### src/rtl/onchip_mem_copy_dma.sv
// Word copy engine driving the s1 port of the 2048x16 on-chip RAM; one word per three cycles.
// Optional macro DMA_IRQ_EN adds an interrupt-enable CSR bit and a registered irq output.
module onchip_mem_copy_dma #(
    parameter int ADDR_W = 11,
    parameter int DATA_W = 16,
    parameter int LEN_W  = 12
) (
    input  logic              clk,
    input  logic              reset_n,
    input  logic [1:0]        s_address,
    input  logic              s_chipselect,
    input  logic              s_write,
    input  logic              s_read,
    input  logic [31:0]       s_writedata,
    output logic [31:0]       s_readdata,
    output logic [ADDR_W-1:0] m_address,
    output logic [1:0]        m_byteenable,
    output logic              m_chipselect,
    output logic              m_write,
    output logic [DATA_W-1:0] m_writedata,
    input  logic [DATA_W-1:0] m_readdata
`ifdef DMA_IRQ_EN
    ,
    output logic              irq
`endif
);

    localparam logic [LEN_W-1:0] MAX_LEN = LEN_W'(1 << ADDR_W);

    typedef enum logic [2:0] {IDLE, ISSUE, CAPTURE, WRITE, FINISH} state_t;

    state_t            state_q, state_d;
    logic [ADDR_W-1:0] src_q, src_d;
    logic [ADDR_W-1:0] dst_q, dst_d;
    logic [LEN_W-1:0]  len_q, len_d;
    logic [ADDR_W-1:0] rd_ptr_q, rd_ptr_d;
    logic [ADDR_W-1:0] wr_ptr_q, wr_ptr_d;
    logic [LEN_W-1:0]  rem_q, rem_d;
    logic              busy_q, busy_d;
    logic              done_q, done_d;
    logic              err_q, err_d;
    logic [31:0]       rdata_q, rdata_d;
    logic [ADDR_W-1:0] maddr_q, maddr_d;
    logic              mcs_q, mcs_d;
    logic              mwr_q, mwr_d;
    logic [DATA_W-1:0] mwdata_q, mwdata_d;

    logic              csr_wr;
    logic              csr_rd;
    logic              idle;
    logic              ie_rd;
    logic [31:0]       status;
    logic              unused_wdata;

    assign csr_wr       = s_chipselect & s_write;
    assign csr_rd       = s_chipselect & s_read;
    assign idle         = (state_q == IDLE);
    assign status       = {28'd0, ie_rd, err_q, done_q, busy_q};
    assign unused_wdata = ^s_writedata[31:LEN_W];

    assign s_readdata   = rdata_q;
    assign m_address    = maddr_q;
    assign m_byteenable = 2'b11;
    assign m_chipselect = mcs_q;
    assign m_write      = mwr_q;
    assign m_writedata  = mwdata_q;

    always_comb begin
        state_d  = state_q;
        src_d    = src_q;
        dst_d    = dst_q;
        len_d    = len_q;
        rd_ptr_d = rd_ptr_q;
        wr_ptr_d = wr_ptr_q;
        rem_d    = rem_q;
        busy_d   = busy_q;
        done_d   = done_q;
        err_d    = err_q;
        rdata_d  = rdata_q;
        maddr_d  = maddr_q;
        mwdata_d = mwdata_q;

        if (csr_wr) begin
            case (s_address)
                2'd0: if (idle) src_d = s_writedata[ADDR_W-1:0];
                2'd1: if (idle) dst_d = s_writedata[ADDR_W-1:0];
                2'd2: if (idle) len_d = s_writedata[LEN_W-1:0];
                default: begin
                    // CLR takes effect before START is looked at
                    if (s_writedata[1]) begin
                        done_d = 1'b0;
                        err_d  = 1'b0;
                    end
                    if (s_writedata[0] && idle) begin
                        rd_ptr_d = src_q;
                        wr_ptr_d = dst_q;
                        rem_d    = len_q;
                        done_d   = 1'b0;
                        err_d    = 1'b0;
                        if (len_q > MAX_LEN) begin
                            err_d  = 1'b1;
                            done_d = 1'b1;
                        end else if (len_q == '0) begin
                            state_d = FINISH;
                        end else begin
                            busy_d  = 1'b1;
                            state_d = ISSUE;
                        end
                    end
                end
            endcase
        end

        case (state_q)
            ISSUE:   state_d = CAPTURE;
            CAPTURE: begin
                mwdata_d = m_readdata;
                state_d  = WRITE;
            end
            WRITE: begin
                rd_ptr_d = rd_ptr_q + ADDR_W'(1);
                wr_ptr_d = wr_ptr_q + ADDR_W'(1);
                rem_d    = rem_q - LEN_W'(1);
                state_d  = (rem_q == LEN_W'(1)) ? FINISH : ISSUE;
            end
            FINISH: begin
                busy_d  = 1'b0;
                done_d  = 1'b1;
                state_d = IDLE;
            end
            default: ;
        endcase

        // RAM strobes are decoded from the next state so they leave a flop
        mcs_d = (state_d == ISSUE) || (state_d == WRITE);
        mwr_d = (state_d == WRITE);
        if (state_d == ISSUE) begin
            maddr_d = rd_ptr_d;
        end else if (state_d == WRITE) begin
            maddr_d = wr_ptr_d;
        end

        if (csr_rd) begin
            case (s_address)
                2'd0:    rdata_d = {{(32-ADDR_W){1'b0}}, src_q};
                2'd1:    rdata_d = {{(32-ADDR_W){1'b0}}, dst_q};
                2'd2:    rdata_d = {{(32-LEN_W){1'b0}}, len_q};
                default: rdata_d = status;
            endcase
        end
    end

    always_ff @(posedge clk) begin
        if (!reset_n) begin
            state_q  <= IDLE;
            src_q    <= '0;
            dst_q    <= '0;
            len_q    <= '0;
            rd_ptr_q <= '0;
            wr_ptr_q <= '0;
            rem_q    <= '0;
            busy_q   <= 1'b0;
            done_q   <= 1'b0;
            err_q    <= 1'b0;
            rdata_q  <= '0;
            maddr_q  <= '0;
            mcs_q    <= 1'b0;
            mwr_q    <= 1'b0;
            mwdata_q <= '0;
        end else begin
            state_q  <= state_d;
            src_q    <= src_d;
            dst_q    <= dst_d;
            len_q    <= len_d;
            rd_ptr_q <= rd_ptr_d;
            wr_ptr_q <= wr_ptr_d;
            rem_q    <= rem_d;
            busy_q   <= busy_d;
            done_q   <= done_d;
            err_q    <= err_d;
            rdata_q  <= rdata_d;
            maddr_q  <= maddr_d;
            mcs_q    <= mcs_d;
            mwr_q    <= mwr_d;
            mwdata_q <= mwdata_d;
        end
    end

`ifdef DMA_IRQ_EN
    logic ie_q, ie_d;
    logic irq_q, irq_d;

    assign ie_rd = ie_q;
    assign irq   = irq_q;
    assign irq_d = ie_q & done_q;

    always_comb begin
        ie_d = ie_q;
        if (csr_wr && s_address == 2'd3) begin
            ie_d = s_writedata[2];
        end
    end

    always_ff @(posedge clk) begin
        if (!reset_n) begin
            ie_q  <= 1'b0;
            irq_q <= 1'b0;
        end else begin
            ie_q  <= ie_d;
            irq_q <= irq_d;
        end
    end
`else
    assign ie_rd = 1'b0;
`endif

endmodule

### config.mk
export PLATFORM = sky130hd
export DESIGN_NAME = onchip_mem_copy_dma
export DESIGN_NICKNAME = d
export VERILOG_FILES = /design/src/rtl/onchip_mem_copy_dma.sv
export SDC_FILE = /design/constraint.sdc
export NUM_CORES = 1
export LEC_CHECK = 0
export CAP_MARGIN = 15
export CELL_PAD_IN_SITES_DETAIL_PLACEMENT = 1
export CELL_PAD_IN_SITES_GLOBAL_PLACEMENT = 1
export CORE_ASPECT_RATIO = 0.5
export CORE_MARGIN = 3
export CORE_UTILIZATION = 41
export CTS_BUF_LIST = sky130_fd_sc_hd__clkbuf_16
export DETAILED_ROUTE_END_ITERATION = 6
export GPL_TIMING_DRIVEN = 0
export PLACE_DENSITY = 0.85
export SETUP_SLACK_MARGIN = 0.15
export SYNTH_ARGS = -nofsm -noshare
export SYNTH_HDL_FRONTEND = slang
export SYNTH_SLANG_ARGS = --single-unit
export TNS_END_PERCENT = 50
### constraint.sdc
create_clock -name clk -period 4.6 [get_ports clk]
set_clock_uncertainty 0.1 [all_clocks]
set_input_delay 0.92 -clock clk [delete_from_list [all_inputs] [get_ports clk]]
set_output_delay 0.92 -clock clk [all_outputs]
set_load 0.005 [all_outputs]
**After elaboration in Yosys (flattened, before gate mapping)**

Index checks and enable logic that the tools add are counted.

- Register bits after elaboration: 135
- Bits of input ports: 55
- Logic and storage cells: 84

- Add/subtract/negate cells: 3
- $lt $le $gt $ge: 1
- Equal/unequal tests: 11
- Multiplexer cells: 28
- Bitwise gates (word level): 6
- Reduce and logical (&&, ||, !) cells: 20

Operators by type and width:

| kind | count |
|---|---|
| 2-to-1 mux 11 bit | 10 |
| 2-to-1 mux 12 bit | 4 |
| case mux 12 bit (3 select lines) | 1 |
| adder 11 x 1 -> 11 bit (second input constant) | 2 |
| 2-to-1 mux 3 bit | 6 |
| AND reduction 3 bit | 6 |
| == test 12 x 1 -> 1 bit (second input constant) | 1 |
| greater-than comparator 12 bit (second input constant) | 1 |
| logical NOT 12 bit | 1 |
| case mux 3 bit (4 select lines) | 1 |
| subtractor 12 x 1 -> 12 bit (second input constant) | 1 |
| nonzero test 2 bit | 5 |
| == test 3 x 2 -> 1 bit (second input constant) | 3 |
| == test 3 x 1 -> 1 bit (second input constant) | 2 |
| 2-to-1 mux 1 bit | 6 |
| AND reduction 5 bit | 1 |
| != test 2 x 1 -> 1 bit (second input constant) | 2 |
| inverter 1 bit | 4 |
| == test 3 bit (second input constant) | 1 |
| logical NOT 3 bit | 1 |
| nonzero test 3 bit | 1 |
| OR reduction 3 bit | 1 |
| AND 1 bit | 2 |
| == test 2 x 1 -> 1 bit (second input constant) | 1 |
| 5 further kinds | 5 |

**Longest topological paths before layout**

Gate-level depths: netlist (run 1).

- Word-level depth: 10
- Mapped depth: 8

**Worst setup path after synthesis (run 1)**

No wires, ideal clock.

- Path kind: input port to flip-flop
- Start: input s_address[1]
- End: register maddr_q[2], in the netlist m_address[2]
- Library setup time: 0.143 ns
- Arrival time: 2.389 ns
- Required time: 4.357 ns
- Path slack: 1.969 ns
- Cell stages on the path: 8
- Buffers on the path: 3
- Cell sequence: clkbuf_1 and4_1 buf_2 nand2_4 or3_1 clkbuf_1 a31oi_1 a311oi_2

- Cells in the longest elaborated chain, start to end: 7
- Elaborated cells on any way between the ends: 18
- Those cells by class: eq/ne: 4; mux: 11; reduce/logical: 3

Ends and longest elaborated chain:

| item | RTL line | RTL |
|---|---|---|
| start: declaration | 10 | `input logic [1:0] s_address,` |
| == test 2 bit, or another cell as far along | 84 | `case (s_address)` |
| OR reduction 3 bit (no source line) * | -- |  |
| 2-to-1 mux 3 bit or 2-to-1 mux 11 bit (tied branches) | 84 |  |
| 2-to-1 mux 3 bit or 2-to-1 mux 11 bit (tied branches) | 83 | `if (csr_wr) begin` |
| case mux 3 bit (4 select lines) or 2-to-1 mux 11 bit (tied branches) | 114 | `case (state_q)` |
| == test 3 x 1 -> 1 bit, or another cell as far along | 137 | `if (state_d == ISSUE) begin` |
| 2-to-1 mux 11 bit or nonzero test 2 bit (tied branches) | -- |  |
| end signal: assignment | 182 | `maddr_q <= maddr_d;` |
| end: declaration | 43 | `logic [ADDR_W-1:0] maddr_q, maddr_d;` |

Every way passes the cells marked *; elsewhere a longest branch is shown, timed or not. The select of a mux whose other input is x is not followed.
A chain may end at the register's enable or synchronous reset.

**Worst setup path in the final report (run 1)**

- Start: input s_writedata[0]
- End: register maddr_q[10], in the netlist m_address[10]

- Cells in the longest elaborated chain, start to end: 7
- Elaborated cells on any way between the ends: 18
- Those cells by class: eq/ne: 2; mux: 14; reduce/logical: 2

Ends and longest elaborated chain:

| item | RTL line | RTL |
|---|---|---|
| start: declaration | 14 | `input logic [31:0] s_writedata,` |
| logical AND 1 bit * | 94 | `if (s_writedata[0] && idle) begin` |
| 2-to-1 mux 3 bit or 2-to-1 mux 11 bit (tied branches) | 94 |  |
| 2-to-1 mux 3 bit or 2-to-1 mux 11 bit (tied branches) | 84 |  |
| 2-to-1 mux 3 bit or 2-to-1 mux 11 bit (tied branches) | 83 |  |
| case mux 3 bit (4 select lines) or 2-to-1 mux 11 bit (tied branches) | 114 |  |
| == test 3 x 1 -> 1 bit, or another cell as far along | 137 |  |
| 2-to-1 mux 11 bit or nonzero test 2 bit (tied branches) | -- |  |

Marks and branches as above.

==> results_tabular.tex, run 1 <==
\begin{tabular}{lr}
\hline
Metric & Value \\
\hline
\multicolumn{2}{l}{\textbf{Finish}} \\
Post-route cell area & $\sim$7200 um2 \\
Final cell count without fillers & between 900 and 1000 \\
Diode insertion count for antenna repair & 0 \\
Synth-to-layout area growth & 28.0\% \\
Fill count & approximately 1500 \\
Final cell utilization of the core & between 50\% and 60\% \\
Fraction of final layout cells with drive strength greater than 1 & between 10 and 15\% \\
Highest-count cells in the layout ignoring fill and taps & dfxtp\_1, nor2\_1, clkdlybuf4s50\_1 \\
Commonest non-fill, non-tap cell in the layout & dfxtp\_1 \\
Layout Nets & just over 800 \\
\multicolumn{2}{l}{\textbf{Timing}} \\
Max-Slew Margin vs Limit & between 20 and 30\% \\
Number of pins exceeding their max-slew limit in the final report & 0 \\
Upper clock frequency limit & 294 MHz \\
Setup violations, final & 0 \\
Worst-case setup margin in the final layout & around 1.2 ns \\
Final count of hold timing violations & 0 \\
Worst hold slack & between 0.3 and 0.4 ns \\
Setup\_tns & 0 ns \\
Tmin final & approximately 3.4 ns \\
Setup repair after global routing missed its margin & no \\
Final worst path period share & between 70\% and 80\% \\
Worst slew pin tran & around 1.1 ns \\
\multicolumn{2}{l}{\textbf{Placed design}} \\
Placer congestion estimate & between 0.8 and 0.9 \\
Setup slack after placement & roughly 0.9 ns \\
Post-DP HPWL & $\sim$15 mm \\
Placed standard-cell area & between 6000 and 7000 um2 \\
Count of input and output buffers & 73 \\
Number of placed cells counting well taps & just over 900 \\
\multicolumn{2}{l}{\textbf{Setup path}} \\
Cell at the slowest stage of the critical path & nor4b\_4 \\
Kind of end point of the critical path & register \\
Sequence of cells on the critical path & clkdlybuf4s50\_1 -> nor4b\_4 -> nand2\_4 -> clkbuf\_1 -> and3\_1 -> o31ai\_1 -> o22ai\_1 \\
Worst-path fanout max & 10 \\
Critical path's largest stage delay & 0.61 ns \\
Worst path buffer plus inverter count & 2 \\
Critical Path Source Type & primary input \\
Reg-to-Reg End & rem\_q[0] \\
Worst setup slack for register-to-register paths & between 1.5 and 2 ns \\
Critical path required time & around 4.8 ns \\
Class of the most critical setup path & in -> reg \\
Worst r2r path cells & 7 \\
Endpoint arrival time on the critical path & $\sim$3.6 ns \\
Startpoint of the lowest-slack register-to-register path & state\_q[2] \\
Dominant delay contributor by cell family on the critical path & simple AND/OR/NAND/NOR gates \\
\multicolumn{2}{l}{\textbf{Pwr}} \\
Maximum resistive drop on vdd & between 100 and 150 uV \\
Leakage power total & 2.69 nW \\
Power, Total & 2.54 mW \\
Power density over cell area & about 350 nW/um2 \\
\multicolumn{2}{l}{\textbf{Floorplan}} \\
Core footprint & $\sim$13000 um2 \\
Die Span Y & a little under 90 um \\
I/O pins & between 100 and 150 \\
Horizontal die dimension & 171 um \\
Die area & 15200 um2 \\
Starting Density & between 40 and 50\% \\
Cell row count & 29 \\
\multicolumn{2}{l}{\textbf{GRT}} \\
Maximum number of pins on one net before global-route repair & 17 \\
Initial antenna violation count & 0 \\
GR Overflow Total & 0 \\
Wire length of the first global-routing pass & 30.8 mm \\
Number of global-route vias before repair & roughly 5500 \\
Aggregate global-route resource usage & about 27\% \\
\multicolumn{2}{l}{\textbf{Yosys}} \\
Count of mapped cells out of synthesis & between 600 and 700 \\
Main combinational cell family by area after synthesis & simple AND/OR/NAND/NOR gates \\
Post-Syn Area per Cell & between 8 and 9 um2 \\
Synth cell types & 69 \\
Asr flop ratio synth & 0\% \\
Mux share of post-synthesis cell area & under 10\% \\
Sequential cell area fraction in the yosys report & between 40 and 50\% \\
Area share of xor/xnor cells in the synthesized design & 1.09\% \\
Total of flip-flops plus latches after synthesis & 115 \\
Post-synthesis compound-gate area fraction & between 10\% and 20\% \\
Most common flop cell mapped by yosys & dfxtp\_1 \\
EDFF count, synth & 0 \\
Total of warnings raised by yosys & 0 \\
Adder-Cell Fraction of Synth Area & 0.894\% \\
Post-synthesis instance area & around 5600 um2 \\
Basic-gate share of the synthesized area counting and, or, nand and nor cells & between 20 and 25\% \\
\multicolumn{2}{l}{\textbf{Clock network}} \\
Buffers inserted by post-CTS timing repair & 0 \\
Gates resized, CTS repair & 0 \\
Number of H-tree levels & 4 \\
TritonCTS Sinks & between 100 and 150 \\
TritonCTS clock tree & done \\
Clk buf depth & 2 \\
Worst-skew pair later-pin latency & roughly 0.42 ns \\
Hold-fix buffers, CTS & 0 \\
Number of buffers created by CTS & 17 \\
CTS Root Cell & clkbuf\_16 \\
Clock-pin slew on the worst setup and hold paths & $\sim$0.060 ns \\
\multicolumn{2}{l}{\textbf{Hold path}} \\
Count of cells along the worst hold path & 2 \\
Endpoint of the worst hold-timing path & m\_writedata[5] \\
Tightest Hold Check Type & reg -> reg \\
Hold Crit Start & m\_writedata[5] \\
\multicolumn{2}{l}{\textbf{Route}} \\
DR pass1 iterations & 5 \\
Drt wl/cell & approximately 22 um \\
Routed wire length & approximately 20 mm \\
Initial DRC count & $\sim$460 \\
Detail-routed via count per cell & just under 6 \\
Count of nets left with antenna violations after detail routing & 0 \\
Total number of vias & 5501 \\
\# DRC & 0 \\
\multicolumn{2}{l}{\textbf{Outcome}} \\
Result of the run & complete, no violations \\
\multicolumn{2}{l}{\textbf{Job}} \\
Maxcap violations & 0 \\
\hline
\end{tabular}
report_power, final:
group          switching, mW  internal [mW]  total (mW)
clock network          0.486          0.779        1.26
logic                  0.128          0.107       0.235
registers             0.0205           1.02        1.04
total                  0.634           1.91        2.54
per-layer routing:
| layer | vias to the layer above | share of wire [%] | wire (um) | global-route usage (%) |
|---|---|---|---|---|
| li1 | 2528 | - | - | - |
| met1 | 2713 | 48 | 9700 | 36.5 |
| met2 | 218 | 43 | 8740 | 41.9 |
| met3 | 42 | 7.5 | 1540 | 6.07 |
| met4 | 0 | 2.0 | 413 | 9.85 |
| met5 | - | 0 | 0 | 0 |
worst max-delay path by stage:
stage,cells after the start,from,endpoint,slack (ns)
finish,7,s_writedata[0],m_address[10],1.20
global route,7,s_writedata[0],m_address[10],1.18
CTS,7,s_writedata[0],m_address[10],1.31
detailed placement,7,s_writedata[0],m_address[10],0.88
global placement,7,s_writedata[0],m_address[10],0.89
floorplan,8,s_address[1],m_address[2],1.97
cell families after synthesis:
kind of cell               after synthesis
and+or+nand+nor                        256
AOI/OAI and AO/OA                      139
DFF                                    115
buffers and inverters                   76
muxes                                   50
xor gates and xnor gates                 7
adders and majority gates                4
other                                    2
sequential cells by signal (all words and copies together) (netlist names), 3 cells and up:
| signal | flops |
|---|---|
| rd_ptr_q | 11 |
| rem_q | 12 |
| m_writedata | 16 |
| wr_ptr_q | 11 |
| len_q | 12 |
| s_readdata | 12 |
| state_q | 3 |
| dst_q | 11 |
| m_address | 11 |
| src_q | 11 |
final cells by class:
type	count	area (um2)	area share, %
Clock inverter	14	125	1.75
Sequential cell	115	2300	32.1
Inverter	10	37.5	0.524
Multi-Input combinational cell	478	2980	41.5
Clock buffer	17	425	5.93
Buffer	66	360	5.03
Timing Repair Buffer	73	731	10.2
Tap cell	170	213	2.97
cell usage after synthesis, types with 2 or more instances:
cell	count	area share, %
nor4_1	5	0.56
a311oi_2	7	1.9
buf_1	2	0.13
o31ai_1	5	0.67
nor3_1	27	2.4
a31oi_1	13	1.5
and2_1	8	0.89
o2111ai_1	2	0.31
a21oi_1	41	3.7
nand3_1	21	1.9
a221oi_1	2	0.31
conb_1	2	0.13
xor2_1	4	0.63
or2_2	3	0.34
nand2_1	67	4.5
nand2b_1	4	0.45
dfxtp_1	115	41
ha_1	4	0.89
nor2_1	86	5.8
or3_1	3	0.34
o2bb2ai_1	2	0.31
buf_4	23	3.1
nand4_1	6	0.67
buf_6	2	0.40
a211oi_1	13	1.7
a2bb2oi_1	3	0.47
o211ai_1	8	1.1
clkbuf_1	30	2.0
nor2b_1	2	0.22
nand3b_1	4	0.54
mux4_2	3	1.2
and4_1	2	0.31
o311ai_0	2	0.31
o211a_1	6	1.1
a2111oi_2	2	0.54
o21ai_0	14	1.3
buf_2	9	0.80
mux2i_1	47	8.4
a311oi_1	4	0.63
xnor2_1	3	0.47
inv_1	10	0.67
or4_1	4	0.54
nand4b_1	3	0.47
tightest hold or removal path, cell delays in order, from the launching register on:
cell and delay [ns]:
dfxtp_1 0.31, nand2_1 0.05, a21oi_1 0.05
Note: power is estimated with default switching activity, not from simulation.
==> run 2, diff against run 1 <==
- CORE_UTILIZATION: 41 -> 34
- PLACE_DENSITY: 0.85 -> 0.76
- clock period: 4.6 -> 3.1 ns (I/O delays scaled with it)
==> results_tabular.tex, run 2 (synthesized netlist as in run 1, its figures left out) <==
\begin{tabular}{lr}
\hline
Metric & Value \\
\hline
\multicolumn{2}{l}{\textbf{Finish}} \\
Fill count & 1879 (was 1519) \\
Storage cell area & 2300 um2 (unchanged) \\
Commonest non-fill, non-tap cell in the layout & dfxtp\_1 (unchanged) \\
Total area of multi-input combinational cells & 2980 um2 (unchanged) \\
Post-route cell area & 7260 um2 (was 7170 um2) \\
Layout Nets & 821 (was 820) \\
Fraction of final layout cells with drive strength greater than 1 & 11.1\% (was 10.7\%) \\
Highest-count cells in the layout ignoring fill and taps & dfxtp\_1, nor2\_1, clkdlybuf4s50\_1 (unchanged) \\
Synth-to-layout area growth & 29.7\% (was 28.0\%) \\
Final cell count without fillers & 994 (was 943) \\
Diode insertion count for antenna repair & 0 (unchanged) \\
Flip-flop count of the largest register after layout & 16 (unchanged) \\
\multicolumn{2}{l}{\textbf{Placed design}} \\
Number of placed cells counting well taps & 963 (was 912) \\
Placed standard-cell area & 6680 um2 (was 6620 um2) \\
Placer congestion estimate & 0.902 (was 0.872) \\
Post-DP HPWL & 15.0 mm (was 14.5 mm) \\
Count of input and output buffers & 73 (unchanged) \\
\multicolumn{2}{l}{\textbf{Clock network}} \\
Clock-pin slew on the worst setup and hold paths & 0.06 ns (about the same) \\
TritonCTS Sinks & 115 (unchanged) \\
Hold-fix buffers, CTS & 0 (unchanged) \\
CTS Root Cell & clkbuf\_16 (unchanged) \\
Number of H-tree levels & 4 (unchanged) \\
Number of buffers created by CTS & 17 (unchanged) \\
Clk buf depth & 2 (unchanged) \\
TritonCTS clock tree & done (unchanged) \\
Worst-skew pair later-pin latency & 0.42 ns (about the same) \\
\multicolumn{2}{l}{\textbf{Setup path}} \\
Class of the most critical setup path & in -> reg (unchanged) \\
Reg-to-Reg End & m\_address[7] (was rem\_q[0]) \\
Endpoint arrival time on the critical path & 3.04 ns (was 3.58 ns) \\
Dominant delay contributor by cell family on the critical path & buffers and inverters (was simple AND/OR/NAND/NOR gates) \\
Kind of end point of the critical path & register (unchanged) \\
Worst-path fanout max & 10 (unchanged) \\
Worst setup slack for register-to-register paths & 0.27 ns (was 1.52 ns) \\
Worst path buffer plus inverter count & 3 (was 2) \\
Sequence of cells on the critical path & clkdlybuf4s50\_1 -> and4\_1 -> buf\_2 -> nand2\_4 -> clkbuf\_1 -> and3\_1 -> o31ai\_1 -> o22ai\_1 (was clkdlybuf4s50\_1 -> nor4b\_4 -> nand2\_4 -> clkbuf\_1 -> and3\_1 -> o31ai\_1 -> o22ai\_1) \\
Critical path required time & 3.28 ns (was 4.78 ns) \\
Cell at the slowest stage of the critical path & clkdlybuf4s50\_1 (was nor4b\_4) \\
Critical path's largest stage delay & 0.61 ns (about the same) \\
Startpoint of the lowest-slack register-to-register path & state\_q[0] (was state\_q[2]) \\
Critical Path Source Type & primary input (unchanged) \\
Worst r2r path cells & 8 (was 7) \\
\multicolumn{2}{l}{\textbf{GRT}} \\
GR Overflow Total & 0 (unchanged) \\
Aggregate global-route resource usage & 22.9\% (was 26.8\%) \\
Initial antenna violation count & 0 (unchanged) \\
Maximum number of pins on one net before global-route repair & 17 (unchanged) \\
Wire length of the first global-routing pass & 32.5 mm (was 30.8 mm) \\
Number of global-route vias before repair & 5522 (was 5494) \\
\multicolumn{2}{l}{\textbf{Pwr}} \\
Power, Total & 3.88 mW (was 2.54 mW) \\
Power density over cell area & 534 nW/um2 (was 354 nW/um2) \\
Leakage power total & 2.71 nW (was 2.69 nW) \\
Maximum resistive drop on vdd & 414 uV (was 149 uV) \\
\multicolumn{2}{l}{\textbf{Hold path}} \\
Count of cells along the worst hold path & 2 (unchanged) \\
Tightest Hold Check Type & reg -> reg (unchanged) \\
Hold Crit Start & m\_writedata[1] (was m\_writedata[5]) \\
Endpoint of the worst hold-timing path & m\_writedata[1] (was m\_writedata[5]) \\
\multicolumn{2}{l}{\textbf{Timing}} \\
Max-Slew Margin vs Limit & 39.1\% (was 27.1\%) \\
Tmin final & roughly 2.9 ns \\
Setup\_tns & 0 ns (unchanged) \\
Final count of hold timing violations & 0 (unchanged) \\
Number of pins exceeding their max-slew limit in the final report & 0 (unchanged) \\
Final worst path period share & just over 90\% \\
Worst hold slack & 0.357 ns (was 0.358 ns) \\
Setup violations, final & 0 (unchanged) \\
Upper clock frequency limit & 350 MHz \\
Setup repair after global routing missed its margin & no (unchanged) \\
Worst slew pin tran & 0.913 ns (was 1.09 ns) \\
\multicolumn{2}{l}{\textbf{Floorplan}} \\
Core footprint & 15800 um2 (was 13000 um2) \\
Die area & 18100 um2 (was 15200 um2) \\
Cell row count & 32 (was 29) \\
Starting Density & 35.5\% (was 43.1\%) \\
Horizontal die dimension & 188 um (was 171 um) \\
I/O pins & 118 (unchanged) \\
Die Span Y & 96.8 um (was 88.6 um) \\
\multicolumn{2}{l}{\textbf{Route}} \\
Total number of vias & 5474 (was 5501) \\
Detail-routed via count per cell & 5.51 (was 5.83) \\
Routed wire length & 20.9 mm (was 20.4 mm) \\
Count of nets left with antenna violations after detail routing & 0 (unchanged) \\
Initial DRC count & 378 (was 464) \\
Drt wl/cell & 21.0 um (was 21.6 um) \\
DR pass1 iterations & 5 (unchanged) \\
\# DRC & 0 (unchanged) \\
\multicolumn{2}{l}{\textbf{Outcome}} \\
Result of the run & complete, no violations (unchanged) \\
\multicolumn{2}{l}{\textbf{Job}} \\
Maxcap violations & 0 (unchanged) \\
\hline
\end{tabular}
run 2: cell count changes in the layout (fill, tap and decap cells not counted), sizes merged:
cell and change:
clkinvlp -2, inv -2, clkinv +2, buf +1, bufinv +1
run 2: how the worst max path moves through the flow:
stage	start	depth (start not counted)	endpoint
final	s_chipselect	8	m_address[10]
after global routing	s_chipselect	8	m_address[10]
after CTS	state_q[0]	8	m_address[7]
after detailed placement	s_writedata[0]	7	m_address[10]
after global placement	s_writedata[0]	7	m_address[10]
after floorplan	s_address[1]	8	m_address[2]
run 2: layout make-up:
type                    instances  area share (%)
clock inverters                13            2.00
plain buffers                  66            5.00
flip-flops and latches        115            31.7
multi-input cells             478            41.0
inverters                      10           0.517
repair buffers                 74            10.2
well taps                     221            3.81
clock buffers                  17            5.86
run 2: per-stage QoR:
stage | utilization, % | setup WS, ns
2_1_floorplan | - | 0.769
3_3_place_gp | 42.4 | -0.273
3_5_place_dp | 42.4 | -0.325
4_1_cts | 46.0 | 0.122
5_1_grt | 46.0 | 0.158
6_report | 46.0 | 0.240
run 2: repair_timing:
action / 4_1_cts / 5_1_grt
setup buffers: 1 / 0
setup endpoints to repair: 2 / 5
gates resized for setup: 0 / 4
run 2: power breakdown:
part           internal [mW]  switching (mW)
Combinational          0.160           0.190
Clock                   1.24           0.747
Sequential              1.51          0.0315
run 2: tightest hold or removal path, cell delays in order (launching register included):
cell and delay (ns):
dfxtp_1 0.31, nand2_1 0.05, a21oi_1 0.05
run 2: routing by layer:
metal	vias up	track usage (%)	part of all wire, %
li1	2524	-	-
met2	217	33.8	41
met3	30	4.31	6.6
met4	0	7.83	1.7
met5	-	0	0
met1	2703	33.6	50
